## config.mk

```make
export PLATFORM = sky130hd
export DESIGN_NAME = puf2usrp
export DESIGN_NICKNAME = d
export VERILOG_FILES = /design/src/rtl/puf2usrp.sv
export SDC_FILE = /design/constraint.sdc
export NUM_CORES = 2
export LEC_CHECK = 0
export ABC_AREA = 0
export ABC_CLOCK_PERIOD_IN_PS = 7620
export CORE_ASPECT_RATIO = 0.75
export CORE_MARGIN = 4
export CORE_UTILIZATION = 44
export CTS_BUF_LIST = sky130_fd_sc_hd__clkbuf_16
export CTS_CLUSTER_SIZE = 14
export DETAILED_ROUTE_END_ITERATION = 8
export PLACE_DENSITY = 0.62
export SLEW_MARGIN = 30
export SYNTH_ARGS = -nofsm -noshare
export SYNTH_HDL_FRONTEND = slang
export SYNTH_SLANG_ARGS = --single-unit
```

## constraint.sdc

```tcl
create_clock -name clk -period 7.62 [get_ports clk]
set_input_delay 1.524 -clock clk [delete_from_list [all_inputs] [get_ports clk]]
set_output_delay 1.524 -clock clk [all_outputs]
set_load 0.01 [all_outputs]
```

## src/rtl/puf2usrp.sv

```systemverilog
// PUF/key datapath to USRP TX stream: per-component shift gain with saturation,
// sample FIFO, and fixed-length AXI-stream packets separated by an idle gap.
//
// state | meaning
// IDLE  | waiting for a full packet or a stored burst end
// SEND  | streaming FIFO head, one pop per handshake
// GAP   | forced out_tvalid=0 for GAP_CYCLES cycles
module puf2usrp #(
  parameter int DATA_WIDTH = 16,
  parameter int FIFO_DEPTH = 64,
  parameter int PKT_LEN    = 32,
  parameter int GAP_CYCLES = 4,
  parameter int SHIFT      = 0
) (
  input  logic                    clk,
  input  logic                    reset,
  input  logic [2*DATA_WIDTH-1:0] in_tdata,
  input  logic                    in_tvalid,
  input  logic                    in_tlast,
  output logic                    in_tready,
  output logic [2*DATA_WIDTH-1:0] out_tdata,
  output logic                    out_tvalid,
  output logic                    out_tlast,
  input  logic                    out_tready,
  output logic                    sat_flag,
  output logic [15:0]             pkt_count
);

  localparam int W  = DATA_WIDTH;
  localparam int AW = (FIFO_DEPTH > 1) ? $clog2(FIFO_DEPTH) : 1;
  localparam int CW = AW + 1;
  localparam int GW = $clog2(GAP_CYCLES + 2);
  localparam logic [CW-1:0] DEPTH_C   = CW'(FIFO_DEPTH);
  localparam logic [CW-1:0] PKT_C     = CW'(PKT_LEN);
  localparam logic [CW-1:0] LAST_BEAT = CW'(PKT_LEN - 1);
  localparam logic [AW-1:0] PTR_MAX   = AW'(FIFO_DEPTH - 1);
  localparam logic [GW-1:0] GAP_LOAD  = GW'((GAP_CYCLES > 0) ? GAP_CYCLES - 1 : 0);

  typedef enum logic [1:0] {IDLE, SEND, GAP} state_t;

  // returns {clipped, value}; clipping means the upper W+1 bits disagree in sign
  function automatic logic [W:0] gain(input logic [W-1:0] x);
    logic [2*W-1:0] wide;
    wide = {{W{x[W-1]}}, x} << SHIFT;
    if (wide[2*W-1:W-1] != {(W+1){wide[2*W-1]}})
      return {1'b1, wide[2*W-1], {(W-1){~wide[2*W-1]}}};
    return {1'b0, wide[W-1:0]};
  endfunction

  logic [2*W:0]  mem [FIFO_DEPTH];
  logic [AW-1:0] wr_ptr, rd_ptr;
  logic [CW-1:0] count, count_nxt, last_pend;
  logic [CW-1:0] beat, beat_nxt;
  logic [GW-1:0] gap_cnt, gap_nxt;
  logic          rdy_q, pkt_done, push, pop;
  logic [W:0]    gi, gq;
  logic [2*W:0]  head;
  state_t        state, state_nxt;

  assign gi        = gain(in_tdata[2*W-1:W]);
  assign gq        = gain(in_tdata[W-1:0]);
  assign head      = mem[rd_ptr];
  assign in_tready = rdy_q;
  assign push      = in_tvalid & rdy_q;
  assign pop       = out_tvalid & out_tready;
  assign out_tdata = out_tvalid ? head[2*W-1:0] : '0;

  always_comb begin
    count_nxt = count;
    if (push && !pop)
      count_nxt = count + CW'(1);
    else if (!push && pop)
      count_nxt = count - CW'(1);
  end

  always_ff @(posedge clk) begin
    if (push)
      mem[wr_ptr] <= {in_tlast, gi[W-1:0], gq[W-1:0]};
  end

  always_ff @(posedge clk or negedge reset) begin
    if (!reset) begin
      wr_ptr    <= '0;
      rd_ptr    <= '0;
      count     <= '0;
      last_pend <= '0;
      rdy_q     <= 1'b0;
      sat_flag  <= 1'b0;
      pkt_count <= '0;
    end else begin
      count <= count_nxt;
      rdy_q <= (count_nxt < DEPTH_C);
      if (push)
        wr_ptr <= (wr_ptr == PTR_MAX) ? '0 : wr_ptr + AW'(1);
      if (pop)
        rd_ptr <= (rd_ptr == PTR_MAX) ? '0 : rd_ptr + AW'(1);
      if ((push && in_tlast) && !(pop && head[2*W]))
        last_pend <= last_pend + CW'(1);
      else if (!(push && in_tlast) && (pop && head[2*W]))
        last_pend <= last_pend - CW'(1);
      if (push && (gi[W] || gq[W]))
        sat_flag <= 1'b1;
      if (pkt_done)
        pkt_count <= pkt_count + 16'd1;
    end
  end

  always_ff @(posedge clk or negedge reset) begin
    if (!reset) begin
      state   <= IDLE;
      beat    <= '0;
      gap_cnt <= '0;
    end else begin
      state   <= state_nxt;
      beat    <= beat_nxt;
      gap_cnt <= gap_nxt;
    end
  end

  always_comb begin
    state_nxt  = state;
    beat_nxt   = beat;
    gap_nxt    = gap_cnt;
    out_tvalid = 1'b0;
    out_tlast  = 1'b0;
    pkt_done   = 1'b0;
    case (state)
      IDLE: begin
        beat_nxt = '0;
        if (count >= PKT_C || last_pend != '0)
          state_nxt = SEND;
      end
      SEND: begin
        out_tvalid = 1'b1;
        out_tlast  = (beat == LAST_BEAT) | head[2*W];
        if (out_tready) begin
          beat_nxt = beat + CW'(1);
          if (out_tlast) begin
            pkt_done = 1'b1;
            if (GAP_CYCLES > 0) begin
              state_nxt = GAP;
              gap_nxt   = GAP_LOAD;
            end else begin
              state_nxt = IDLE;
            end
          end
        end
      end
      GAP: begin
        if (gap_cnt == '0)
          state_nxt = IDLE;
        else
          gap_nxt = gap_cnt - GW'(1);
      end
      default: state_nxt = IDLE;
    endcase
  end

endmodule

```

==> summary.md <==
| Metric | Value |
|---|---|
| Post-Route Setup TNS | `0 ns` |
| Top cell type's share of synthesized area | `approximately three quarters` |
| Unrepaired setup endpoints after global routing | `false` |
| Vias in the first global route | `about 39000` |
| Layout net count | `approximately 3700` |
| Clock Power Share | `about 29%` |
| Critical path, cell by cell | `buf_4 > mux4_2 > mux4_2 > nor2b_1 > a211oi_1 > a211oi_1 > clkdlybuf4s50_1` |
| Layout Area Growth over Synthesis | `13.9%` |
| Slew margin rel. | `between 20% and 30%` |
| CP max FO | `29` |
| Dpl hpwl | `122 mm` |
| Most common cell after layout, fill and taps aside | `edfxtp_1` |
| Initial antenna violation count | `21` |
| Port bufs | `87` |
| Main synth FF type | `edfxtp_1` |
| Asr flop ratio synth | `under 10%` |
| Hold Crit Class | `reg2reg` |
| Slew Viols, Final | `0` |
| Share of cells above drive strength 1 | `just over 30%` |
| Tmin final | `between 6 and 7 ns` |
| Status | `finished clean` |
| R2R Setup Slk | `2.62 ns` |
| R2R Path Start | `rd_ptr[1]` |
| Yosys reg bits | `2167` |
| Core Footprint | `189000 µm²` |
| H-tree depth | `4` |
| Worst flop-to-flop path endpoint | `last_pend[6]` |
| WL per Instance | `33.3 µm` |
| Sequential power share | `a little over two fifths` |
| Dominant cells by area after synthesis | `edfxtp_1 (76%), mux4_2 (18%), dfrtp_1 (1.6%), nor2_1 (0.37%), buf_2 (0.36%)` |
| Die Span Y | `just under 400 µm` |
| Routed WL | `around 210 mm` |
| Post-CTS Setup Inserts | `0` |
| Post-route DRC | `0` |
| Slew @ Worst Pin | `approximately 1.1 ns` |
| Max VDD drop | `279 µV` |
| Syn_area_per_cell | `24.3 µm²` |
| Clk buf depth | `3` |
| CTS Root Cell | `clkbuf_16` |
| Int Power | `0.0230 W` |
| # clock sinks | `~2200` |
| Most frequent cells in the layout | `edfxtp_1 (2112), mux4_2 (679), clkbuf_16 (198), buf_4 (123), inv_1 (69)` |
| Min-Delay Endpoint | `last_pend[6]` |
| Placer Congestion | `approximately 0.78` |
| Resized cells post-CTS | `0` |
| Die W | `511 µm` |
| CP Launch Type | `flip-flop` |
| Clock Pin Slew Worst Setup and Hold Paths | `0.07 ns` |
| Logic gate share of total power | `approximately 28%` |
| Top Family by Delay on Critical Path | `multiplexers` |
| Hold-fix buffers, CTS | `0` |
| Final number of hold-violating endpoints | `0` |
| EDFF count, synth | `roughly 2100` |
| Cell area after layout | `around 95000 µm²` |
| CP required | `a little over 6 ns` |
| TritonCTS clock tree | `yes` |
| Critical path class | `reg2out` |
| DRT Pass-1 Iters | `6` |
| Inst Count DP | `about 6000` |
| Synth Instances | `approximately 3400` |
| Max cap viols | `0` |
| Worst Path Buf+Inv | `2` |
| WHS Path Cells | `1` |
| Hold Path Origin | `last_pend[6]` |
| WP data arrival | `between 4 and 5 ns` |
| First-pass GRT wire length | `between 200 and 300 mm` |
| Critical Path Sink Type | `primary output` |
| I/O Pins | `89` |
| DP Area | `a little under 90000 µm²` |
| Total CTS buffers | `197` |
| Cell area after synthesis | `approximately 83000 µm²` |
| Slowest library cell on the worst path | `dfrtp_4` |
| # rows | `about 140` |
| Congestion Overflow GR | `0` |
| Sw power | `0.00935 W` |
| Setup Skew | `approximately 0.034 ns` |
| Cell Pwr Density | `340 nW/µm²` |
| Clock latency on the worst-skew pair | `0.84 ns` |
| Seq/Total Area, Yosys | `about 78%` |
| Post-synth top area cell | `edfxtp_1` |
| DRT iter0 DRCs | `roughly 5000` |
| Via count | `about 39000` |
| Pleak | `approximately 29 nW` |
| Largest net degree at the start of global routing | `71` |
| Routed vias/inst | `approximately 6.1` |
| Overall Global Routing Usage | `between 20 and 25%` |
| Initial Util | `between 40 and 50%` |
| Die Footprint | `a little under 200000 µm²` |
| R2R cell count | `17` |
| Final Power | `approximately 0.032 W` |
| Yosys synthesis warning count | `0` |
| Maximum clock rate | `about 0.15 GHz` |
| Final setup fails | `0` |
| Syn Nets | `about 3500` |
| Crit share post-route | `84.7%` |
| Post-DRT Antenna Nets | `0` |
| Sw frac | `approximately 29%` |
| Synth cell types | `56` |
| Max incr delay on CP | `around 0.9 ns` |
| Post-Layout Cell Count | `~6400` |
-- logic make-up (layout without fill, tap and decap cells) --
family	after synthesis	after routing	share of synthesized area [%]
compound gates	99	99	0.814
xor+xnor	28	28	0.294
fa+ha+maj	18	18	0.279
buf+inv	195	609	1.10
flops	2167	2167	77.6
mux	702	702	18.6
other cells	1	3	0.00449
simple gates	222	222	1.26
-- stage by stage --
stage,utilization [%],setup WS (ns),hold WS [ns]
5_1_grt,50.4,0.905,0.509
3_5_place_dp,47.1,2.02,0.459
4_1_cts,50.3,1.08,0.472
6_report,50.4,1.16,0.467
2_1_floorplan,-,2.84,0.443
3_3_place_gp,46.7,2.03,0.459
-- layer usage --
layer / up-vias / routed length, µm / track usage [%]
met4: 4 / 5120 / 6.36
li1: 15300 / - / -
met1: 21200 / 89600 / 32.3
met5: - / 27 / 0
met3: 276 / 21100 / 5.23
met2: 1923 / 96400 / 32.1
-- sequential cells by signal, summed over array words and instances (netlist names) --
signal	cells
pkt_count	16
in_tready	1
state	2
mem	2112
count	7
rd_ptr	6
last_pend	7
gap_cnt	3
beat	7
wr_ptr	6
-- cell type report --
class	instances	area, µm²
clock buffers	198	4950
multi-input cells	1070	18200
well taps	2520	3150
repair buffers	234	2780
flip-flops and latches	2167	64800
fillers	14600	93500
clock inverters	159	1080
inverters	18	75.1
diodes	2	5.00
-- worst reg2reg max path, stage by stage (launching register included) --
cell,delay (ns)
dfrtp_4,1.09
buf_12,0.33
mux4_2,0.55
mux4_2,0.52
nor2_1,0.11
nor3_1,0.11
a31o_2,0.29
nand2_1,0.09
ha_1,0.22
inv_1,0.14
fa_1,0.43
a21o_1,0.18
a21oi_1,0.21
o21bai_1,0.09
a21oi_1,0.17
xnor2_1,0.14
nor2_1,0.06
xor2_1,0.15
-- cells in the mapped netlist, drive strengths merged, types with 5 or more instances --
| library cell | count |
|---|---|
| and3 | 5 |
| nor2 | 82 |
| nor3 | 7 |
| a2111oi | 8 |
| a211oi | 15 |
| xor2 | 15 |
| a21oi | 15 |
| edfxtp | 2112 |
| dfrtp | 55 |
| nand4 | 10 |
| mux2 | 5 |
| xnor2 | 13 |
| nor2b | 11 |
| nand3 | 12 |
| clkbuf | 64 |
| mux4 | 679 |
| nand2 | 50 |
| inv | 17 |
| and2 | 29 |
| ha | 17 |
| a22oi | 6 |
| o21ai | 29 |
| buf | 113 |
| o31ai | 6 |
| mux2i | 18 |
-- worst max path at each step --
stage | from | end | cells after the start
floorplan | in_tvalid | mem[40][0] | 4
finish | rd_ptr[0] | out_tdata[26] | 7
detailed placement | rd_ptr[0] | out_tdata[26] | 7
global route | rd_ptr[0] | out_tdata[26] | 7
CTS | rd_ptr[0] | out_tdata[26] | 7
global placement | rd_ptr[0] | out_tdata[26] | 7
-- power groups by stage --
stage                     Sequential, W  Clock [W]  Combinational [W]
after detailed placement         0.0141          0            0.00916
final                            0.0138    0.00940            0.00907
after CTS                        0.0139    0.00954            0.00919
after global routing             0.0139     0.0101            0.00966
after global placement           0.0141          0            0.00910
after floorplan                  0.0138          0            0.00618
Power figures use the tool's default switching activity.
